### config.mk
export PLATFORM = sky130hd
export DESIGN_NAME = datapath_counter_mod
export DESIGN_NICKNAME = d
export VERILOG_FILES = /design/src/rtl/counter_pkg.sv /design/src/rtl/tick_gen_param.sv /design/src/rtl/datapath_counter_mod.sv
export SDC_FILE = /design/constraint.sdc
export NUM_CORES = 1
export LEC_CHECK = 0
export BUFFER_PORTS_ARGS = -buffer_cell sky130_fd_sc_hd__buf_2
export CAP_MARGIN = 5
export CELL_PAD_IN_SITES_DETAIL_PLACEMENT = 1
export CELL_PAD_IN_SITES_GLOBAL_PLACEMENT = 1
export CORE_MARGIN = 2
export CORE_UTILIZATION = 40
export DETAILED_ROUTE_END_ITERATION = 16
export GPL_TIMING_DRIVEN = 0
export PLACE_DENSITY = 0.69
export SLEW_MARGIN = 20
export SYNTH_ARGS = -nofsm -noshare
export SYNTH_HDL_FRONTEND = slang
export SYNTH_HIERARCHICAL = 1
export SYNTH_SLANG_ARGS = --single-unit
export TNS_END_PERCENT = 100
### constraint.sdc
create_clock -name clk -period 3.8 [get_ports clk]
set_input_delay 0.76 -clock clk [delete_from_list [all_inputs] [get_ports clk]]
set_output_delay 0.76 -clock clk [all_outputs]
set_load 0.02 [all_outputs]
### src/rtl/counter_pkg.sv
// Shared types and helpers for the datapath counter.
// Provides count direction enum and prescaler length function.
package counter_pkg;

  typedef enum logic {
    CNT_UP   = 1'b0,
    CNT_DOWN = 1'b1
  } cnt_mode_e;

  // Prescaler length in clocks for one tick.
  function automatic int tick_cycle(
    input int clk_hz,
    input int tick_hz
  );
    return clk_hz / tick_hz;
  endfunction

endpackage

### src/rtl/tick_gen_param.sv
// Reusable prescaler: 1-clk registered tick every TICK_CYCLE enabled clocks.
// Ports: clk, rst (async active-low), enable, clear (sync), o_tick.
module tick_gen_param
  import counter_pkg::*;
#(
  parameter int TICK_CYCLE = 10
) (
  input  logic clk,
  input  logic rst,
  input  logic enable,
  input  logic clear,
  output logic o_tick
);

  localparam int PW = (TICK_CYCLE > 2) ? $clog2(TICK_CYCLE) : 1;
  localparam logic [PW-1:0] LAST = PW'(TICK_CYCLE - 1);

  logic [PW-1:0] phase;

  always_ff @(posedge clk or negedge rst) begin
    if (!rst) begin
      phase  <= '0;
      o_tick <= 1'b0;
    end else if (clear) begin
      phase  <= '0;
      o_tick <= 1'b0;
    end else if (enable) begin
      if (phase == LAST) begin
        phase  <= '0;
        o_tick <= 1'b1;
      end else begin
        phase  <= phase + PW'(1);
        o_tick <= 1'b0;
      end
    end else begin
      o_tick <= 1'b0;
    end
  end

endmodule

### src/rtl/datapath_counter_mod.sv
// Mod-MODULUS up/down counter advanced by a TICK_HZ prescaler tick.
// Ports: clk, rst (async low), mode, enable, clear, [load, load_val],
//   count_reg, o_tick, o_wrap. Macro COUNTER_LOAD_EN adds parallel load.
module datapath_counter_mod
  import counter_pkg::*;
#(
  parameter int CLK_HZ  = 100_000_000,
  parameter int TICK_HZ = 10,
  parameter int MODULUS = 10000,
  parameter int COUNT_W = $clog2(MODULUS)
) (
  input  logic               clk,
  input  logic               rst,
  input  logic               mode,
  input  logic               enable,
  input  logic               clear,
`ifdef COUNTER_LOAD_EN
  input  logic               load,
  input  logic [COUNT_W-1:0] load_val,
`endif
  output logic [COUNT_W-1:0] count_reg,
  output logic               o_tick,
  output logic               o_wrap
);

  localparam int TICK_CYCLE = tick_cycle(CLK_HZ, TICK_HZ);
  localparam int CW1 = COUNT_W + 1;
  localparam logic [CW1-1:0] MAX = CW1'(MODULUS - 1);

  if (TICK_CYCLE < 2) begin : g_bad_tick
    $error("TICK_CYCLE must be >= 2");
  end
  if (MODULUS < 2) begin : g_bad_mod
    $error("MODULUS must be >= 2");
  end
  if (COUNT_W < $clog2(MODULUS)) begin : g_bad_w
    $error("COUNT_W too small for MODULUS");
  end

  logic presc_clr;
  logic [CW1-1:0] cur_ext;
  logic [CW1-1:0] nxt_ext;
  logic [COUNT_W-1:0] nxt_cnt;
  logic nxt_wrap;

`ifdef COUNTER_LOAD_EN
  logic [CW1-1:0] ld_ext;
  logic [COUNT_W-1:0] ld_cnt;

  // Loading restarts the period so the loaded value is held a full tick.
  assign presc_clr = clear | load;
  assign ld_ext = {1'b0, load_val};
  assign ld_cnt = (ld_ext > MAX) ? MAX[COUNT_W-1:0] : load_val;
`else
  assign presc_clr = clear;
`endif

  tick_gen_param #(
    .TICK_CYCLE(TICK_CYCLE)
  ) u_tick (
    .clk   (clk),
    .rst   (rst),
    .enable(enable),
    .clear (presc_clr),
    .o_tick(o_tick)
  );

  // One extra bit keeps +1 at the top of a power-of-two range exact.
  always_comb begin
    cur_ext  = {1'b0, count_reg};
    nxt_ext  = cur_ext;
    nxt_wrap = 1'b0;
    if (cnt_mode_e'(mode) == CNT_DOWN) begin
      if (cur_ext == '0) begin
        nxt_ext  = MAX;
        nxt_wrap = 1'b1;
      end else begin
        nxt_ext = cur_ext - CW1'(1);
      end
    end else begin
      if (cur_ext >= MAX) begin
        nxt_ext  = '0;
        nxt_wrap = 1'b1;
      end else begin
        nxt_ext = cur_ext + CW1'(1);
      end
    end
    nxt_cnt = (nxt_ext > MAX) ? MAX[COUNT_W-1:0] : nxt_ext[COUNT_W-1:0];
  end

  // The registered tick drives the update, so count lags tick by one clk.
  always_ff @(posedge clk or negedge rst) begin
    if (!rst) begin
      count_reg <= '0;
      o_wrap    <= 1'b0;
    end else if (clear) begin
      count_reg <= '0;
      o_wrap    <= 1'b0;
`ifdef COUNTER_LOAD_EN
    end else if (load) begin
      count_reg <= ld_cnt;
      o_wrap    <= 1'b0;
`endif
    end else if (o_tick) begin
      count_reg <= nxt_cnt;
      o_wrap    <= nxt_wrap;
    end else begin
      o_wrap    <= 1'b0;
    end
  end

endmodule
# Yosys cells after proc, flatten, opt, wreduce, memory -nomap -nowiden
# Index checks and enable logic that the tools add are counted.
[totals]
regBits = 40
in_bits = 5
output_inout_bits = 16
[op_classes]
addsub = 3
n_eq_ne = 1
muxes = 17
reduce_logical = 3
n_lt_le_gt_ge = 2
[op_table]
columns = ["operator", "n"]
rows = [
  ["$mux W24", 3],
  ["$mux W15", 3],
  ["$mux W14", 3],
  ["$add A24 B1 Y24 const B", 1],
  ["$eq A24 B24 Y1 const B", 1],
  ["$add A14 B1 Y15 const B", 1],
  ["$gt A15 B14 Y1 const B", 1],
  ["$sub A14 B1 Y15 const B", 1],
  ["$ge A14 B14 Y1 const B", 1],
  ["$logic_not A14 Y1", 1],
  ["$mux W1", 8],
  ["$reduce_bool A2 Y1", 2],
]

# Depth between registers and ports, before layout
# Gate-level depths: netlist of the first run.
[logic_depth]
word_depth = 7
mapped_depth = 11
depth_no_buf = 9

# Cells and area by module
# Netlist of the first run, hierarchy kept.
[modules_own_cells]
columns = ["mod", "n_inst", "seq_area_each_um2", "area_each_um2", "cells_per_inst"]
rows = [
  ["datapath_counter_mod", 1, 375.4, 1569.0, 213],
  ["tick_gen_param", 1, 625.6, 1512.7, 155],
]

# Worst setup path before layout of the first run
# Ideal clock, no wire load.
[synth_path]
path_type = "reg2reg"
from = "register count_reg[0]"
to = "register count_reg[4]"
synth_period_minus_slack_ns = 2.903
stages_incl_launch_ff = 12
arrival_ns = 2.820
slack_ns = 0.897
required_ns = 3.717
cell_sequence = "dfrtp_1 -> clkbuf_1 -> inv_1 -> ha_1 -> or3b_2 -> clkbuf_1 -> o41a_1 -> a31oi_1 -> a32oi_1 -> o21ai_2 -> nand4b_1 -> o21ai_0"
[synth_via]
elab_chain_len = 7
[synth_rtl]
columns = ["item", "line", "text"]
rows = [
  ["start: declaration", "datapath_counter_mod.sv:21", "output logic [COUNT_W-1:0] count_reg,"],
  ["start signal: assignment", "datapath_counter_mod.sv:105", "count_reg <= nxt_cnt;"],
  ["$add A14 B1 Y15, or another cell as far along", "datapath_counter_mod.sv:85", "nxt_ext = cur_ext + CW1'(1);"],
  ["$mux W15 (on tied branches)", "datapath_counter_mod.sv:81, datapath_counter_mod.sv:74", ""],
  ["$mux W15 (*)", "datapath_counter_mod.sv:73", "if (cnt_mode_e'(mode) == CNT_DOWN) begin"],
  ["$gt A15 B14 Y1", "datapath_counter_mod.sv:88", "nxt_cnt = (nxt_ext > MAX) ? MAX[COUNT_W-1:0] : nxt_ext[COUNT_W-1:0];"],
  ["$mux W14 (*)", "datapath_counter_mod.sv:88", ""],
  ["$mux W14 (*)", "datapath_counter_mod.sv:104", "end else if (o_tick) begin"],
  ["$mux W14 (*)", "datapath_counter_mod.sv:96", "end else if (clear) begin"],
]
# Mark *: on every way between the ends. The rest lies on a longest branch, timed or not. The select of a mux whose other input is x is not followed.
# A chain may end at the register's enable or synchronous reset.

# Worst setup path after layout of the first run
# Ends and elaborated chain as after synthesis.

==> results of run 1 <==
## power breakdown
group	internal, mW	total (mW)	switching (mW)
sequential	0.427	0.429	0.00207
clock	0.194	0.352	0.157
combinational	0.0150	0.0543	0.0393
total	0.636	0.835	0.199
## worst max path at each step
stage | startpoint | end | slack (ns) | cells after the start
after floorplan | count_reg[0] | count_reg[4] | 0.90 | 11
after global placement | count_reg[0] | count_reg[7] | 0.17 | 10
after detailed placement | count_reg[0] | count_reg[4] | 0.13 | 10
after CTS | count_reg[0] | count_reg[4] | 0.1 | 10
after global routing | count_reg[0] | count_reg[4] | 0.02 | 11
final | count_reg[0] | count_reg[4] | 0.22 | 11
## critical path, stage by stage, from the launching register on
cell,delay (ns)
dfrtp_1,0.40
clkbuf_1,0.21
inv_1,0.12
ha_1,0.30
or3b_2,0.47
clkbuf_1,0.25
o41a_1,0.54
a31oi_1,0.22
a32oi_1,0.12
o21ai_2,0.41
nand4b_1,0.23
o21ai_0,0.23
## cell type report
| class | instances | share of cell area [%] |
|---|---|---|
| clock buffers | 5 | 2.01 |
| plain buffers | 30 | 4.52 |
| repair buffers | 20 | 2.92 |
| inverters | 9 | 0.984 |
| multi-input cells | 289 | 55.5 |
| clock inverters | 3 | 1.24 |
| flip-flops and latches | 40 | 29.2 |
| well taps | 102 | 3.72 |
## layer usage
layer	part of all wire [%]	global-route usage, %	up-vias	wire [um]
met5	0	0	-	0
met4	2.1	8.58	0	191
met3	2.3	2.38	12	214
met2	51	39.6	41	4710
met1	45	29.5	1526	4120
li1	-	-	1461	-
## placed cells by master (no fill, tap or decap), drive strengths merged, types with 5 or more instances in the layout
cell and n:
dfrtp 40, o31ai 8, and3 7, or4 7, xor2 6, a311oi 8, nor4 6, or3 10
a211oi 6, nor3 8, nand4 13, and2 6, a31oi 7, o21ai 30, o22ai 6, inv 9
nor2 29, nand3 24, a21oi 23, clkbuf 27, nand2 26, buf 28, and4 5
## cell families (layout without fill, tap and decap cells)
group / count (synthesis) / after routing / synth area share [%]
flip-flops: 40 / 40 / 32.5
XOR/XNOR: 9 / 9 / 2.56
multiplexers: 2 / 2 / 0.690
AND/OR/NAND/NOR: 161 / 161 / 31.1
adder cells (fa/ha/maj): 3 / 3 / 1.22
AO/OA/AOI/OAI: 114 / 114 / 25.9
buffers and inverters: 39 / 67 / 6.13
==> metrics.md, run 1 <==
| Metric | Value |
|---|---|
| Status | completed |
| Critical path type | flop to flop |
| Slew Viols, Final | 0 |
| Multi-input logic area | around 1900 um^2 |
| Final setup viols | 0 |
| H-tree depth | 2 |
| Worst slew pin tran | between 0.9 and 1 ns |
| Routed Antenna Nets | 0 |
| Hold Path End | u_tick/phase[9] |
| Main synth FF type | dfrtp_1 |
| Unrepaired setup endpoints after global routing | no |
| Storage element area | about 1000 um^2 |
| Peak supply drop | about 0.00012 V |
| Final Instance Area | about 3400 um^2 |
| Post-synth cell types | 72 |
| DRT Pass-1 Iters | 4 |
| Post-Layout Cell Count | about 500 |
| DR DRC count | 0 |
| Avg WL per Cell | approximately 19 um |
| Seq/Total Area, Yosys | 32.5% |
| Pleak | roughly 1.4 nW |
| FF-to-FF setup slack | 0.22 ns |
| Synth warn | 6 |
| Area leader, netlist | dfrtp_1 |
| Crit path max fanout | 9 |
| DRT Wirelength | approximately 9 mm |
| Setup TNS Final | 0 ns |
| Tmin final | 3.58 ns |
| Final HPWL DP | 6.75 mm |
| HP Start | u_tick/phase[9] |
| Row count | 32 |
| TritonCTS clock tree | done |
| Vias in the first global route | between 3,000 and 4,000 |
| Syn Area/Cell | about 8.4 um^2 |
| Vias | slightly above 3,000 |
| Total power draw | approximately 0.83 mW |
| ANT cells | 0 |
| Syn nets | approximately 380 |
| Hold_buf cts | 0 |
| Inst Count DP | 490 |
| Number of enable flip-flop cells after synthesis | 0 |
| Area share of the largest cell type after synthesis | between 30 and 40% |
| Clock Tree Buf Depth | 2 |
| Worst slack at placement | 0.133 ns |
| Post-synthesis instance area | between 3000 and 4000 um^2 |
| Vias per cell | 6.10 |
| Final period utilization | 94.1% |
| Synth top cells by count | 40 x dfrtp_1, 29 x nor2_1, 25 x nand2_1, 25 x o21ai_0 |
| First-pass GRT wire length | 15.6 mm |
| Post-synth ARST share | 100% |
| Cell count after synthesis | between 300 and 400 |
| CTS Buf Count | 5 |
| Final WS setup | 0.225 ns |
| Max Clock Skew | approximately 0.0085 ns |
| Core area | about 7600 um^2 |
| Worst R2R Start | count_reg[0] |
| Clock Sinks | 40 |
| Global placer's final weighted congestion | ~0.9 |
| Post-CTS Resized | 0 |
| FF-to-FF End | count_reg[4] |
| Port Buffers | 20 |
| Ranking of synthesized cells by area | dfrtp_1 32%, o21ai_0 4.1%, a21oi_1 3.6% |
| Min Hold Slack | 0.539 ns |
| Share of cells above drive strength 1 | 15.2% |
| Critical path arrival | between 3 and 4 ns |
| Grt ovf | 0 |
| Power Density | 243 nW/um^2 |
| Number of DRC markers in iteration 0 | 91 |
| Most common cell in the netlist | dfrtp_1 |
| CP required | ~4 ns |
| Max FFs per register | 24 |
| Die W | approximately 92 um |
| Nets | ~400 |
| Max_slew headroom | between 30% and 40% |
| Hold depth | 1 |
| P&R area growth vs syn | 11.4% |
| Critical path launch point type | flop |
| Min-delay worst type | flop to flop |
| Worst setup EP type | flop |
| CTS Root Cell | clkbuf_8 |
| Gr usage total | between 20 and 25% |
| Core Util, Final | 45.1% |
| Hold violation count in the final report | 0 |
| Die extent in y | a little over 90 um |
| Antenna violations before repair | 0 |
| Clk Latency, worst-skew pair | ~0.30 ns |
| Max-cap violations | 0 |
| Initial core utilization | about two fifths |
| Fmax | roughly 280 MHz |
| Die ar. | around 8400 um^2 |
| Reg2reg path depth | 11 |
| Reg clk slew, reported paths | ~0.090 ns |
| Setup Buffers After CTS | 0 |
| I/O Pins | 21 |
| Filler instances | about 940 |
| FF+latch count, synth | 40 |
| Largest net degree at the start of global routing | 41 |
| Placed cell area | ~3300 um^2 |
(Power assumes the default switching activity.)
==> run 2, diff against run 1 <==
ABC_AREA = 1   (was not set)
PLACE_DENSITY = 0.74   (was 0.69)
==> run 2 against run 1 <==
Effect of this change: critical path depth is 7 higher; non-clock buffer count is 17 lower; maximum frequency rose by 34%; die area up 10%; area after synthesis grew 11%; via count rose by 18%; total power is 6.8% higher; count of clock-buffer cells in the layout unchanged; register-to-register slack gained 0.90 ns; clock power up 2%; sequential power increased by 4.7%; critical path type unchanged.
==> metrics.md, run 2 <==
| Metric | Value |
|---|---|
| Simple-Gate Fraction of Synth Area | 53.1% (+22 points) |
| Die ar. | 9290 um^2 (+10%) |
| Most common cell in the netlist | nand2_1 |
| Synth top cells by count | 188 x nand2_1, 94 x nor2_1, 63 x nand3_1, 58 x inv_1, 40 x dfrtp_1 |
| Unrepaired setup endpoints after global routing | no |
| DRT Pass-1 Iters | 4 (unchanged) |
| Placed cell area | 3650 um^2 (+10%) |
| Compound-Gate Fraction of Synth Area | 4.65% (-21 points) |
| Final setup viols | 0 (unchanged) |
| Max_slew headroom | 39.4% (+0.71 points) |
| Final WS setup | 1.13 ns (+0.905 ns) |
| I/O Pins | 21 (unchanged) |
| Power Density | 237 nW/um^2 (-2.4%) |
| Max Clock Skew | 0.00669 ns (-0.00179 ns) |
| Status | completed |
| CTS Buf Count | 5 (unchanged) |
| Port Buffers | 20 (unchanged) |
| Worst slack at placement | 1.03 ns (+0.896 ns) |
| Worst path slowest cell | dfrtp_1 |
| Row count | 33 (+3.1%) |
| Min-delay worst type | flop to flop |
| Post-synthesis instance area | 3410 um^2 (+11%) |
| Max FFs per register | 24 (unchanged) |
| Number of enable flip-flop cells after synthesis | 0 (unchanged) |
| Clock Tree Buf Depth | 2 (unchanged) |
| FF-to-FF End | count_reg[3] |
| Synthesized-area fraction occupied by adder cells | 1.10% (-0.12 points) |
| Post-synth cell types | 38 (-47%) |
| Area share of the largest cell type after synthesis | 29.3% (-3.2 points) |
| Syn Area/Cell | 6.06 um^2 (-28%) |
| Vias | 3,579 (+18%) |
| Commonest cells after routing, fill and taps aside | 188 x nand2_1, 94 x nor2_1, 63 x nand3_1 |
| Crit path cell chain | inv_2, ha_1, nand3_2, inv_2, nand2_1, nand2_1, nand3_1, nand2_1, nand2_1, nand2_1, nor2_1, nor2b_1, nand3_1, nand2_2, buf_6, nand2_1, nand2_1, nand2_1 |
| Slew Viols, Final | 0 (unchanged) |
| TritonCTS clock tree | done |
| P&R area growth vs syn | 10.0% |
| Main synth FF type | dfrtp_1 |
| Post-Layout Cell Count | 696 (+40%) |
| Clk Latency, worst-skew pair | 0.30 ns (about the same) |
| Peak supply drop | 0.000175 V (+46%) |
| Pleak | 1.91 nW (+39%) |
| FF-to-FF setup slack | 1.13 ns (+0.90 ns) |
| Setup TNS Final | 0 ns (unchanged) |
| Hold Path End | u_tick/phase[1] |
| DRT Wirelength | 10.6 mm (+15%) |
| Synth warn | 6 (unchanged) |
| Crit path max fanout | 10 (+1) |
| DR DRC count | 0 (unchanged) |
| Vias in the first global route | 3,766 (+23%) |
| Cell mode on critical path | nand2_1 |
| Filler instances | 1,148 (+22%) |
| CP required | 4.00 ns (-0.02 ns) |
| Seq/Total Area, Yosys | 29.3% (-3.2 points) |
| Area leader, netlist | dfrtp_1 |
| Most common cell after layout, fill and taps aside | nand2_1 |
| Share of cells above drive strength 1 | 14.0% (-1.1 points) |
| Critical path type | flop to flop |
| Final period utilization | 70.3% (-24 points) |
| Core area | 8260 um^2 (+8.6%) |
| Largest family of logic cells by synthesized area | simple AND/OR/NAND/NOR gates |
| Final HPWL DP | 8.35 mm (+24%) |
| Final Instance Area | 3760 um^2 (+9.5%) |
| Initial core utilization | 41.3% (+0.84 points) |
| Avg WL per Cell | 15.3 um (-18%) |
| Worst setup EP type | flop |
| Die W | 96.4 um (+5.0%) |
| Hold_buf cts | 0 (unchanged) |
| Reg clk slew, reported paths | 0.09 ns (about the same) |
| Critical path launch point type | flop |
| Cell count after synthesis | 563 (+53%) |
| CTS Root Cell | clkbuf_8 |
| Routed Antenna Nets | 0 (unchanged) |
| Max-cap violations | 0 (unchanged) |
| Largest net degree at the start of global routing | 41 (unchanged) |
| Ranking of synthesized cells by area | dfrtp_1 29%, nand2_1 21%, nor2_1 10% |
| Setup Buffers After CTS | 0 (unchanged) |
| Antenna violations before repair | 0 (unchanged) |
| Number of DRC markers in iteration 0 | 67 (-26%) |
| Mux cell area share after synthesis | 0% (-0.69 points) |
| Reg2reg path depth | 18 (+7) |
| Post-synth ARST share | 100% (unchanged) |
| First-pass GRT wire length | 18.1 mm (+16%) |
| Vias per cell | 5.14 (-16%) |
| ANT cells | 0 (unchanged) |
| Hold depth | 2 (+1) |
| Inst Count DP | 688 (+40%) |
| Gr usage total | 25.2% (+2.3 points) |
| Syn nets | 571 (+52%) |
| Slowest stage delay, CP | 0.53 ns (about the same) |
| FF+latch count, synth | 40 (unchanged) |
| Nets | 598 (+48%) |
| Critical path arrival | 2.87 ns (-0.92 ns) |
| Grt ovf | 0 (unchanged) |
| H-tree depth | 2 (unchanged) |
| Tmin final | 2.67 ns (-0.905 ns) |
| Worst R2R Start | count_reg[0] |
| XOR/XNOR share of the synthesized area | 2.31% (-0.25 points) |
| Post-CTS Resized | 0 (unchanged) |
| HP Start | u_tick/phase[1] |
| Fmax | 374 MHz (+34%) |
| Hold violation count in the final report | 0 (unchanged) |
| Global placer's final weighted congestion | 0.875 (-1.7%) |
| Die extent in y | 96.4 um (+5.0%) |
| Clock Sinks | 40 (unchanged) |
| Worst slew pin tran | 0.908 ns (-0.0106 ns) |
[run 2: cell count changes after synthesis, moves of 7 or more]
cell and change:
a311oi_1 -8, nor2_2 +18, nor2_1 +65, clkbuf_1 -19, o21ai_0 -19, nand3_1 +42, a21oi_1 -17, nand2_1 +163
o31ai_1 -7, nand2_2 +9, or3_1 -10, a31oi_1 -7, inv_1 +49
[run 2: power by group]
| part | switching (mW) | internal, mW | leakage (nW) | total [mW] |
|---|---|---|---|---|
| combinational | 0.0602 | 0.0249 | 1.30 | 0.0850 |
| clock | 0.164 | 0.195 | 0.0541 | 0.358 |
| sequential | 0.0145 | 0.434 | 0.557 | 0.449 |
| total | 0.238 | 0.654 | 1.91 | 0.892 |
[run 2: area by class of cell]
class	instances	area (um^2)	area share, %
multi-input combinational	445	2090	55.6
tap	105	131	3.50
buffer	13	80.1	2.13
timing repair buffer	20	100	2.66
inverter	65	244	6.49
sequential	40	1000	26.6
clock inverter	3	42.5	1.13
clock buffer	5	68.8	1.83
[run 2: cells by family after synthesis]
group                    count (synthesis)
AO/OA/AOI/OAI                           25
adder cells (fa/ha/maj)                  3
buffers and inverters                   78
AND/OR/NAND/NOR                        408
XOR/XNOR                                 9
flip-flops                              40
[run 2: stage by stage]
stage                     util, %  total power [mW]  hold WS, ns
after floorplan                 -             0.508        0.464
after global placement       44.2             0.540        0.525
after detailed placement     44.2             0.543        0.546
after CTS                    45.5             0.911        0.570
after global routing         45.5             0.936        0.620
final                        45.5             0.892        0.557
[run 2: how the worst max path moves through the flow]
stage	slack, ns	endpoint	from	cells after the start
after floorplan	1.59	count_reg[2]	count_reg[0]	18
after global placement	1.09	count_reg[0]	mode	14
after detailed placement	1.03	count_reg[1]	mode	14
after CTS	1.12	count_reg[2]	count_reg[0]	18
after global routing	0.85	count_reg[1]	count_reg[0]	18
final	1.13	count_reg[3]	count_reg[0]	18
[run 2: worst max-delay path, delay by kind of cell, from the launching register on]
family / cells / cell delay, ns
flops: 1 / 0.53
fa+ha+maj: 1 / 0.26
simple gates: 14 / 1.41
buf+inv: 3 / 0.36
[run 2: routing by layer]
metal	track usage (%)	part of all wire, %	vias to the layer above
met5	0	0	-
met4	6.81	1.7	0
met3	2.48	1.2	13
met2	48.7	54	26
met1	29.3	43	1725
li1	-	-	1815
==> run 3, diff against run 2 <==
ABC_AREA = 0   (was 1)
PLACE_DENSITY = 0.72   (was 0.74)
clock period = 2.22 ns   (was 3.8 ns; I/O delays follow)
==> run 3 against run 2 <==
Effect of this change: the run now ends with setup timing left; cell area is 2.8% higher; cell count fell by 25%; hold slack worse by 0.26 ns; core utilization increased by 5.3 points; setup slack lost 1.7 ns; global-route usage grew 0.17 points; combinational power grew 29%; critical path type is now input pin to flop; critical endpoint unchanged.
==> metrics.md, run 3 (synthesized netlist as in run 1, its figures left out) <==
| Metric | Value |
|---|---|
| Clock Tree Buf Depth | 2 (unchanged) |
| Nets | 427 (-29%) |
| Slowest stage delay, CP | 0.53 ns (about the same) |
| Worst path slowest cell | clkbuf_1 |
| First-pass GRT wire length | 17.2 mm (-4.9%) |
| Final WS setup | -0.598 ns (-1.73 ns) |
| Min Hold Slack | 0.296 ns (-0.261 ns) |
| Global placer's final weighted congestion | 0.893 (+2.0%) |
| Port Buffers | 20 (unchanged) |
| CP top delay family | compound AO/OA/AOI/OAI gates |
| Pleak | 1.55 nW (-18%) |
| Max_slew headroom | 37.7% (-1.8 points) |
| TritonCTS clock tree | done |
| Max Clock Skew | 0.00890 ns (+0.00221 ns) |
| Critical path arrival | 3.02 ns (+0.15 ns) |
| Filler instances | 909 (-21%) |
| Cell mode on critical path | clkbuf_1 |
| Hold violation count in the final report | 0 (unchanged) |
| H-tree depth | 2 (unchanged) |
| CTS Root Cell | clkbuf_8 |
| DRT Pass-1 Iters | 4 (unchanged) |
| Failing checks | setup timing |
| Power Density | 343 nW/um^2 (+44%) |
| Share of cells above drive strength 1 | 29.3% (+15 points) |
| Crit path cell chain | buf_2, clkbuf_1, clkbuf_1, o21ai_0, a32oi_2, nand4_1, a41o_2, a311oi_2 |
| Core Util, Final | 50.8% (+5.3 points) |
| Initial core utilization | 40.5% (-0.84 points) |
| Slew Viols, Final | 0 (unchanged) |
| Tmin final | 2.82 ns |
| Status | complete, but fails checks |
| Commonest cells after routing, fill and taps aside | 33 x dfrtp_1, 30 x buf_4, 29 x nor2_1 |
| Largest net degree at the start of global routing | 41 (unchanged) |
| WP buf/inv | 3 (unchanged) |
| Clk Latency, worst-skew pair | 0.30 ns (about the same) |
| Die extent in y | 91.8 um (-4.8%) |
| Max FFs per register | 24 (unchanged) |
| Die ar. | 8420 um^2 (-9.3%) |
| Min-delay worst type | input pin to async pin |
| Max-cap violations | 0 (unchanged) |
| Vias per cell | 6.30 (+23%) |
| Avg WL per Cell | 20.2 um (+33%) |
| Final setup viols | 13 (+13) |
| Worst slew pin tran | 0.935 ns (+0.0269 ns) |
| DR DRC count | 0 (unchanged) |
| Vias | 3,289 (-8.1%) |
| Worst slack at placement | -0.933 ns (-1.96 ns) |
| Fmax | about 350 MHz |
| Reg clk slew, reported paths | 0.08 ns (about the same) |
| FF-to-FF End | count_reg[3] |
| Unrepaired setup endpoints after global routing | yes |
| Antenna violations before repair | 0 (unchanged) |
| Most common cell after layout, fill and taps aside | dfrtp_1 |
| Die W | 91.8 um (-4.8%) |
| Reg2reg path depth | 8 (-10) |
| Vias in the first global route | 3,434 (-8.8%) |
| Core area | 7610 um^2 (-7.9%) |
| P&R area growth vs syn | 25.3% |
| Crit path max fanout | 10 (unchanged) |
| Critical path launch point type | input pin |
| Worst R2R Start | count_reg[7] |
| Peak supply drop | 0.000280 V (+60%) |
| Worst setup EP type | flop |
| Grt ovf | 0 (unchanged) |
| Gr usage total | 25.3% (+0.17 points) |
| Final period utilization | 127% |
| DRT Wirelength | 10.6 mm (-0.56%) |
| FF-to-FF setup slack | -0.59 ns (-1.72 ns) |
| Row count | 32 (-3.0%) |
| CP required | 2.43 ns (-1.57 ns) |
| I/O Pins | 21 (unchanged) |
| CTS Buf Count | 5 (unchanged) |
| Routed Antenna Nets | 0 (unchanged) |
| ANT cells | 0 (unchanged) |
| Total power draw | 1.32 mW (+48%) |
| Hold_buf cts | 0 (unchanged) |
| Number of DRC markers in iteration 0 | 147 (+120%) |
| Final HPWL DP | 7.03 mm (-16%) |
| Critical path type | input pin to flop |
| Clock Sinks | 40 (unchanged) |
-- run 3: cell types whose count changed in the layout (fill, tap and decap cells not counted), sizes merged, moves of 10 or more --
cell    change
buf        +29
clkbuf     +13
a21oi      +17
inv        -55
or3        +10
o21ai      +16
nand2     -173
nand3      -40
nor2       -88
-- run 3: repair_timing --
item,4_1_cts,5_1_grt
gates cloned,1,0
pin swaps,20,6
setup endpoints to repair,15,22
buffers inserted,25,6
resized for setup,27,23
-- run 3: power by group --
part           switching [mW]  internal, mW
Clock                   0.258         0.221
Combinational          0.0748        0.0354
Sequential            0.00448         0.730
-- run 3: stage by stage --
step           instance area (um^2)  setup TNS, ns  std cells
6_report                       3860          -6.29        522
5_1_grt                        3860          -7.39        522
2_1_floorplan                  3150          -4.57        368
3_3_place_gp                   3380          -9.54        490
3_5_place_dp                   3380         -10.47        490
4_1_cts                        3710          -5.97        517
-- run 3: worst register-to-register path, stage by stage (launching register included) --
cell and delay, ns:
dfrtp_2 0.41, buf_6 0.15, or4_4 0.58, o211ai_1 0.28, nand3_1 0.13, a32oi_2 0.29, nand4_1 0.25, a41o_2 0.36
a311oi_2 0.27
-- run 3: worst max-delay path by stage --
stage / start / to / slack [ns] / cells after the start
after floorplan: count_reg[7] / count_reg[6] / -0.46 / 9
after global placement: count_reg[0] / count_reg[6] / -0.85 / 11
after detailed placement: count_reg[0] / count_reg[7] / -0.93 / 10
after CTS: count_reg[0] / count_reg[0] / -0.54 / 11
after global routing: count_reg[7] / count_reg[3] / -0.66 / 8
final: mode / count_reg[3] / -0.60 / 8
-- run 3: final cells by class --
cell class              instances  area [um^2]  share of cell area (%)
clock inverters                 1         5.00                   0.130
plain buffers                  22          133                    3.43
clock buffers                   7         76.3                    1.98
multi-input cells             290         2110                    54.7
well taps                     102          128                    3.30
repair buffers                 51          360                    9.33
flip-flops and latches         40         1010                    26.1
inverters                       9         38.8                    1.00
-- run 3: per-layer routing --
metal / wire, um / global-route usage [%] / part of all wire, %
met1: 4490 / 30.9 / 42
met2: 5270 / 44.5 / 50
met3: 390 / 3.04 / 3.7
met4: 416 / 11.8 / 3.9
met5: 0 / 0 / 0
